===== config.mk =====
export PLATFORM = sky130hd
export DESIGN_NAME = store_narrow_rmw
export DESIGN_NICKNAME = d
export VERILOG_FILES = /design/src/rtl/mips_mem_pkg.sv /design/src/rtl/store_lane_merge.sv /design/src/rtl/store_narrow_rmw.sv
export SDC_FILE = /design/constraint.sdc
export NUM_CORES = 1
export LEC_CHECK = 0
export CELL_PAD_IN_SITES_DETAIL_PLACEMENT = 1
export CELL_PAD_IN_SITES_GLOBAL_PLACEMENT = 1
export CORE_MARGIN = 5
export CORE_UTILIZATION = 32
export DETAILED_ROUTE_END_ITERATION = 7
export MAX_ROUTING_LAYER = met4
export PLACE_DENSITY_LB_ADDON = 0.1
export SYNTH_ARGS = -nofsm -noshare
export SYNTH_HDL_FRONTEND = slang
export SYNTH_SLANG_ARGS = --single-unit

===== constraint.sdc =====
create_clock -name clk -period 1.95 [get_ports clk]
set_input_delay 0.195 -clock clk [delete_from_list [all_inputs] [get_ports clk]]
set_output_delay 0.195 -clock clk [all_outputs]
set_load 0.1 [all_outputs]

===== src/rtl/mips_mem_pkg.sv =====
// Shared definitions for the MIPS data-memory store path: access sizes and
// store-unit state encoding.
package mips_mem_pkg;

    localparam logic [1:0] SIZE_BYTE = 2'b00;
    localparam logic [1:0] SIZE_HALF = 2'b01;
    localparam logic [1:0] SIZE_WORD = 2'b10;
    localparam logic [1:0] SIZE_RSVD = 2'b11;

    typedef enum logic [1:0] {
        ST_IDLE  = 2'd0,
        ST_READ  = 2'd1,
        ST_WRITE = 2'd2,
        ST_RESP  = 2'd3
    } state_t;

    // A store is rejected when the size is reserved or the address is not
    // naturally aligned for the access width.
    function automatic logic store_misaligned(input logic [1:0] size, input logic [1:0] lo);
        logic bad;
        bad = 1'b0;
        case (size)
            SIZE_HALF: bad = lo[0];
            SIZE_WORD: bad = (lo != 2'b00);
            SIZE_RSVD: bad = 1'b1;
            default:   bad = 1'b0;
        endcase
        return bad;
    endfunction

endpackage


===== src/rtl/store_lane_merge.sv =====
// Combinational lane merge: places the low byte/halfword of a register value
// into the addressed lane(s) of an existing memory word.
module store_lane_merge
    import mips_mem_pkg::*;
#(
    parameter bit BIG_ENDIAN = 1'b0
) (
    input  logic [31:0] old_word,
    input  logic [31:0] data,
    input  logic [1:0]  addr,
    input  logic [1:0]  size,
    output logic [31:0] merged
);

    genvar gi;
    generate
        for (gi = 0; gi < 4; gi++) begin : g_lane
            // Bit position of byte lane gi inside the word for the chosen endianness.
            localparam int         LO      = BIG_ENDIAN ? (24 - 8 * gi) : (8 * gi);
            localparam logic [1:0] LANE    = 2'(gi);
            localparam bit         HI_HALF = ((gi % 2) == 1) != BIG_ENDIAN;

            logic       hit;
            logic [7:0] src;

            always_comb begin
                hit = 1'b0;
                src = data[7:0];
                case (size)
                    SIZE_BYTE: hit = (addr == LANE);
                    SIZE_HALF: begin
                        hit = (addr[1] == LANE[1]);
                        src = HI_HALF ? data[15:8] : data[7:0];
                    end
                    SIZE_WORD: begin
                        hit = 1'b1;
                        src = data[LO +: 8];
                    end
                    default: hit = 1'b0;
                endcase
            end

            assign merged[LO +: 8] = hit ? src : old_word[LO +: 8];
        end
    endgenerate

endmodule


===== src/rtl/store_narrow_rmw.sv =====
// Store narrowing unit: word stores go straight to memory, byte/half stores
// perform a read-modify-write against a word-only data memory.
module store_narrow_rmw
    import mips_mem_pkg::*;
#(
    parameter int ADDR_W     = 32,
    parameter bit BIG_ENDIAN = 1'b0
) (
    input  logic              clk,
    input  logic              rst_n,
    input  logic              req_valid,
    output logic              req_ready,
    input  logic [ADDR_W-1:0] req_addr,
    input  logic [1:0]        req_size,
    input  logic [31:0]       req_wdata,
    output logic              done,
    output logic              err,
    output logic [ADDR_W-1:0] mem_addr,
    output logic              mem_rd,
    input  logic [31:0]       mem_rdata,
    input  logic              mem_rack,
    output logic              mem_wr,
    output logic [31:0]       mem_wdata,
    input  logic              mem_wack
);

    state_t             state_reg, state_next;
    logic [1:0]         size_reg, size_next;
    logic [1:0]         lane_reg, lane_next;
    logic [31:0]        wdata_reg, wdata_next;
    logic               req_ready_reg, req_ready_next;
    logic               done_reg, done_next;
    logic               err_reg, err_next;
    logic               mem_rd_reg, mem_rd_next;
    logic               mem_wr_reg, mem_wr_next;
    logic [ADDR_W-1:0]  mem_addr_reg, mem_addr_next;
    logic [31:0]        mem_wdata_reg, mem_wdata_next;
    logic [31:0]        merged_word;
    logic               accept;

    store_lane_merge #(.BIG_ENDIAN(BIG_ENDIAN)) u_merge (
        .old_word (mem_rdata),
        .data     (wdata_reg),
        .addr     (lane_reg),
        .size     (size_reg),
        .merged   (merged_word)
    );

    // req_ready is only ever high in IDLE, so it doubles as the accept qualifier.
    assign accept = req_valid && req_ready_reg;

    always_comb begin
        state_next     = state_reg;
        size_next      = size_reg;
        lane_next      = lane_reg;
        wdata_next     = wdata_reg;
        mem_addr_next  = mem_addr_reg;
        mem_wdata_next = mem_wdata_reg;
        done_next      = 1'b0;
        err_next       = 1'b0;

        case (state_reg)
            ST_IDLE: begin
                if (accept) begin
                    size_next  = req_size;
                    lane_next  = req_addr[1:0];
                    wdata_next = req_wdata;
                    if (store_misaligned(req_size, req_addr[1:0])) begin
                        err_next = 1'b1;
                    end else begin
                        mem_addr_next = {req_addr[ADDR_W-1:2], 2'b00};
                        if (req_size == SIZE_WORD) begin
                            mem_wdata_next = req_wdata;
                            state_next     = ST_WRITE;
                        end else begin
                            state_next = ST_READ;
                        end
                    end
                end
            end
            ST_READ: begin
                if (mem_rack) begin
                    mem_wdata_next = merged_word;
                    state_next     = ST_WRITE;
                end
            end
            ST_WRITE: begin
                if (mem_wack) begin
                    state_next = ST_RESP;
                end
            end
            ST_RESP: begin
                done_next  = 1'b1;
                state_next = ST_IDLE;
            end
            default: state_next = ST_IDLE;
        endcase

        // Strobes follow the state being entered so they appear in its first cycle.
        mem_rd_next    = (state_next == ST_READ);
        mem_wr_next    = (state_next == ST_WRITE);
        // Ready is held low through the done cycle so requests never overlap it.
        req_ready_next = (state_next == ST_IDLE) && (state_reg != ST_RESP);
    end

    always_ff @(posedge clk or negedge rst_n) begin
        if (!rst_n) begin
            state_reg     <= ST_IDLE;
            size_reg      <= SIZE_BYTE;
            lane_reg      <= 2'b00;
            wdata_reg     <= '0;
            req_ready_reg <= 1'b1;
            done_reg      <= 1'b0;
            err_reg       <= 1'b0;
            mem_rd_reg    <= 1'b0;
            mem_wr_reg    <= 1'b0;
            mem_addr_reg  <= '0;
            mem_wdata_reg <= '0;
        end else begin
            state_reg     <= state_next;
            size_reg      <= size_next;
            lane_reg      <= lane_next;
            wdata_reg     <= wdata_next;
            req_ready_reg <= req_ready_next;
            done_reg      <= done_next;
            err_reg       <= err_next;
            mem_rd_reg    <= mem_rd_next;
            mem_wr_reg    <= mem_wr_next;
            mem_addr_reg  <= mem_addr_next;
            mem_wdata_reg <= mem_wdata_next;
        end
    end

    assign req_ready = req_ready_reg;
    assign done      = done_reg;
    assign err       = err_reg;
    assign mem_addr  = mem_addr_reg;
    assign mem_rd    = mem_rd_reg;
    assign mem_wr    = mem_wr_reg;
    assign mem_wdata = mem_wdata_reg;

endmodule


==> results.py <==
metrics = {
    "worst_setup_path": {
        "reg2reg_setup_slack_ns": -0.06,
        "cp-start-kind": "flip-flop",
        "crit_chain": "buf_6 > inv_8 > ha_4 > buf_6 > mux2_4 > or4_4 > o211ai_1 > a21oi_1",
        "rr_endpoint": "mem_wdata[8]$_DFFE_PN0P_",
        "crit_path_end_kind": "flip-flop",
        "max_stage_delay_ns": 0.42,
        "path_max_fanout": 5,
        "required_ns": 2.18,
        "cp_top_family": "simple AND/OR/NAND/NOR gates",
        "cp.arrival_ns": 2.24,
        "r2r-start": "size_reg[1]$_DFFE_PN0P_",
        "crit_path_frequent_cell": "buf_6",
        "slowest_stage": "or4_4",
        "r2r_cells": 8,
        "crit_start": "size_reg[1]$_DFFE_PN0P_",
        "crit_buf_inv": 3,
        "path_class": "reg -> reg",
    },
    "synth": {
        "synth-warning-count": 0,
        "yosysSeqAreaShare_pct": 51.53,
        "ys.flop_type": "dfrtp_1",
        "synth-seq-cells": 105,
        "yosys-top-cells-area": "dfrtp_1 51%, mux2_2 9.1%, mux2_1 4.9%, o21ai_0 3.4%, a21oi_1 3.2%",
        "syn_inst": 467,
        "synthArstFlopShare_pct": 100.0,
        "synth_top_area_cell": "dfrtp_1",
        "yosysUniqueCellTypes": 39,
        "synth_top_area_share_pct": 51.02,
        "syn_area_per_cell_um2": 10.92,
        "netlist_area_mm2": 0.005101,
        "synth_edf_count": 0,
    },
    "status": {
        "status": "finished with violations",
        "violations": "negative setup slack",
    },
    "placement": {
        "placed_area_mm2": 0.007108,
        "io_buffer_count": 169,
        "pre_cts_ws_ns": -0.3489,
        "gp_congestion": 0.7589,
        "hpwl_mm": 12.64,
    },
    "flow_run": {
        "maxCapViolCount": 0,
    },
    "drt": {
        "routedWlPerCell_um": 19.76,
        "viasPerCell": 5.049,
        "drc": 0,
        "dr_wl_met2_mm": 8.767,
        "drtPass1Iterations": 4,
        "dr.max_layer_used": "met4",
        "first_iter_violations": 201,
        "dr_wl_met3_um": 754,
        "wl_mm": 17.45,
        "drt-met1-wl_mm": 7.617,
        "vias": 4458,
        "ant_nets": 0,
    },
    "cts": {
        "ctsRootBufferMaster": "clkbuf_16",
        "clock-sinks": 105,
        "clk_pin_slew_ns": 0.08,
        "cts_tree": "yes",
        "ctsLongestPathBuffers": 2,
        "cts_htree_levels": 3,
        "clk_latency_ns": 0.36,
        "numCtsBuffers": 9,
    },
    "min_path": {
        "hp-class": "in -> async",
    },
    "global_route": {
        "overflow": 0,
        "grt_pass1_wl_mm": 26.92,
        "antenna_found_initial": 0,
        "track_usage_pct": 19.41,
        "grt_max_degree": 56,
        "first_global_vias": 4973,
    },
    "layout": {
        "antenna_cells": 0,
        "utilization_pct": 49.53,
        "drive_above_1_share_pct": 32.23,
        "layout.nets": 769,
        "synthToLayoutAreaGrowth_pct": 53.13,
        "stdcell_area_mm2": 0.007811,
    },
    "sta": {
        "finalClockSkew_ns": 0.01027,
        "setup_tns_ns": -0.3105,
        "min_period_ns": 2.009,
        "slew_headroom_pct": 60.13,
        "timing.fmax_ghz": 0.4977,
        "layout_setup_ws_ns": -0.05919,
        "grt_setup_unrepaired": "true",
        "hold_violations": 0,
        "drv_slew": 0,
        "tightest_slew_ns": 0.5958,
        "finalCritPeriodShare_pct": 103.0,
        "setup_viol": 7,
    },
    "floorplanning": {
        "rows": 46,
        "io_pins": 172,
        "dieArea_mm2": 0.01857,
        "die_w_um": 136.3,
        "fp.coreArea_mm2": 0.01577,
        "initial_core_util_pct": 32.35,
        "die_y_um": 136.3,
    },
}
-- worst reg2reg max path, stage by stage, from the launching register on --
cell and delay, ns:
dfrtp_1 0.38, buf_6 0.13, inv_8 0.04, ha_4 0.27, buf_6 0.13, mux2_4 0.31, or4_4 0.42, o211ai_1 0.12
a21oi_1 0.08
-- cell families after synthesis --
logic type,synth area share (%)
compound gates,19.52
fa+ha+maj,0.9812
buf+inv,4.513
flops,51.53
mux,15.48
other cells,0.07351
simple gates,7.898
-- cells in the mapped netlist, drive strengths merged (2+ instances only) --
master,n
a211oi,9
dfrtp,104
mux2i,8
a2111oi,16
nor2,41
o21ai,45
mux2,63
nor3,2
o211ai,16
nand2b,4
nor2b,4
clkbuf,14
a22o,16
nor3b,2
inv,13
buf,24
a211o,9
ha,4
or4,8
a21oi,33
nand2,21
-- metal layers --
layer	vias up	track usage, %
li1	2095	-
met1	2235	23.83
met2	107	32.31
met3	21	3.257
met4	0	6.999
met5	-	-
-- repair_timing --
action,CTS,global route
resized for setup,45,37
hold buffers,1,0
endpoints found under the hold margin,26,0
gates cloned,1,1
buffers inserted,3,6
setup endpoints to repair,25,46
pin swaps,9,14
-- layout by cell type (no fill, tap or decap), drive strengths merged, types with 3 or more instances in the layout --
cell type,count
a2111oi,16
a211o,9
a211oi,9
a21oi,33
a22o,16
buf,118
clkbuf,10
clkdlybuf4s50,101
clkinv,3
dfrtp,104
ha,4
inv,14
mux2,63
mux2i,8
nand2,21
nand2b,4
nor2,41
nor2b,4
o211ai,16
o21ai,46
or4,8
-- cell type report --
cell class / count / area [um2]
Multi-Input combinational cell: 313 / 2551
Fill cell: 1739 / 7959
Tap cell: 216 / 270.3
Timing Repair Buffer: 220 / 2004
Sequential cell: 105 / 2633
Clock inverter: 6 / 67.56
Inverter: 13 / 56.30
Clock buffer: 10 / 229.0
-- through the flow --
step	hold WS [ns]	cells
global route	0.3581	883
floorplan	-0.1006	468
global placement	0.1519	855
detailed placement	0.1582	855
CTS	0.3193	876
finish	0.3169	883
-- worst max path at each step --
stage | slack (ns) | cells after the start | endpoint
2_1_floorplan | 0.004 | 8 | mem_wdata[14]$_DFFE_PN0P_
3_3_place_gp | -0.24 | 5 | mem_addr[12]$_DFFE_PN0P_
3_5_place_dp | -0.35 | 7 | mem_wdata[4]$_DFFE_PN0P_
4_1_cts | -0.05 | 8 | mem_wdata[8]$_DFFE_PN0P_
5_1_grt | -0.14 | 8 | mem_wdata[8]$_DFFE_PN0P_
6_report | -0.06 | 8 | mem_wdata[8]$_DFFE_PN0P_
Power is left out: the tool's default activity adds up to more than one toggle a clock period on the data nets, which glitch-free logic cannot reach.
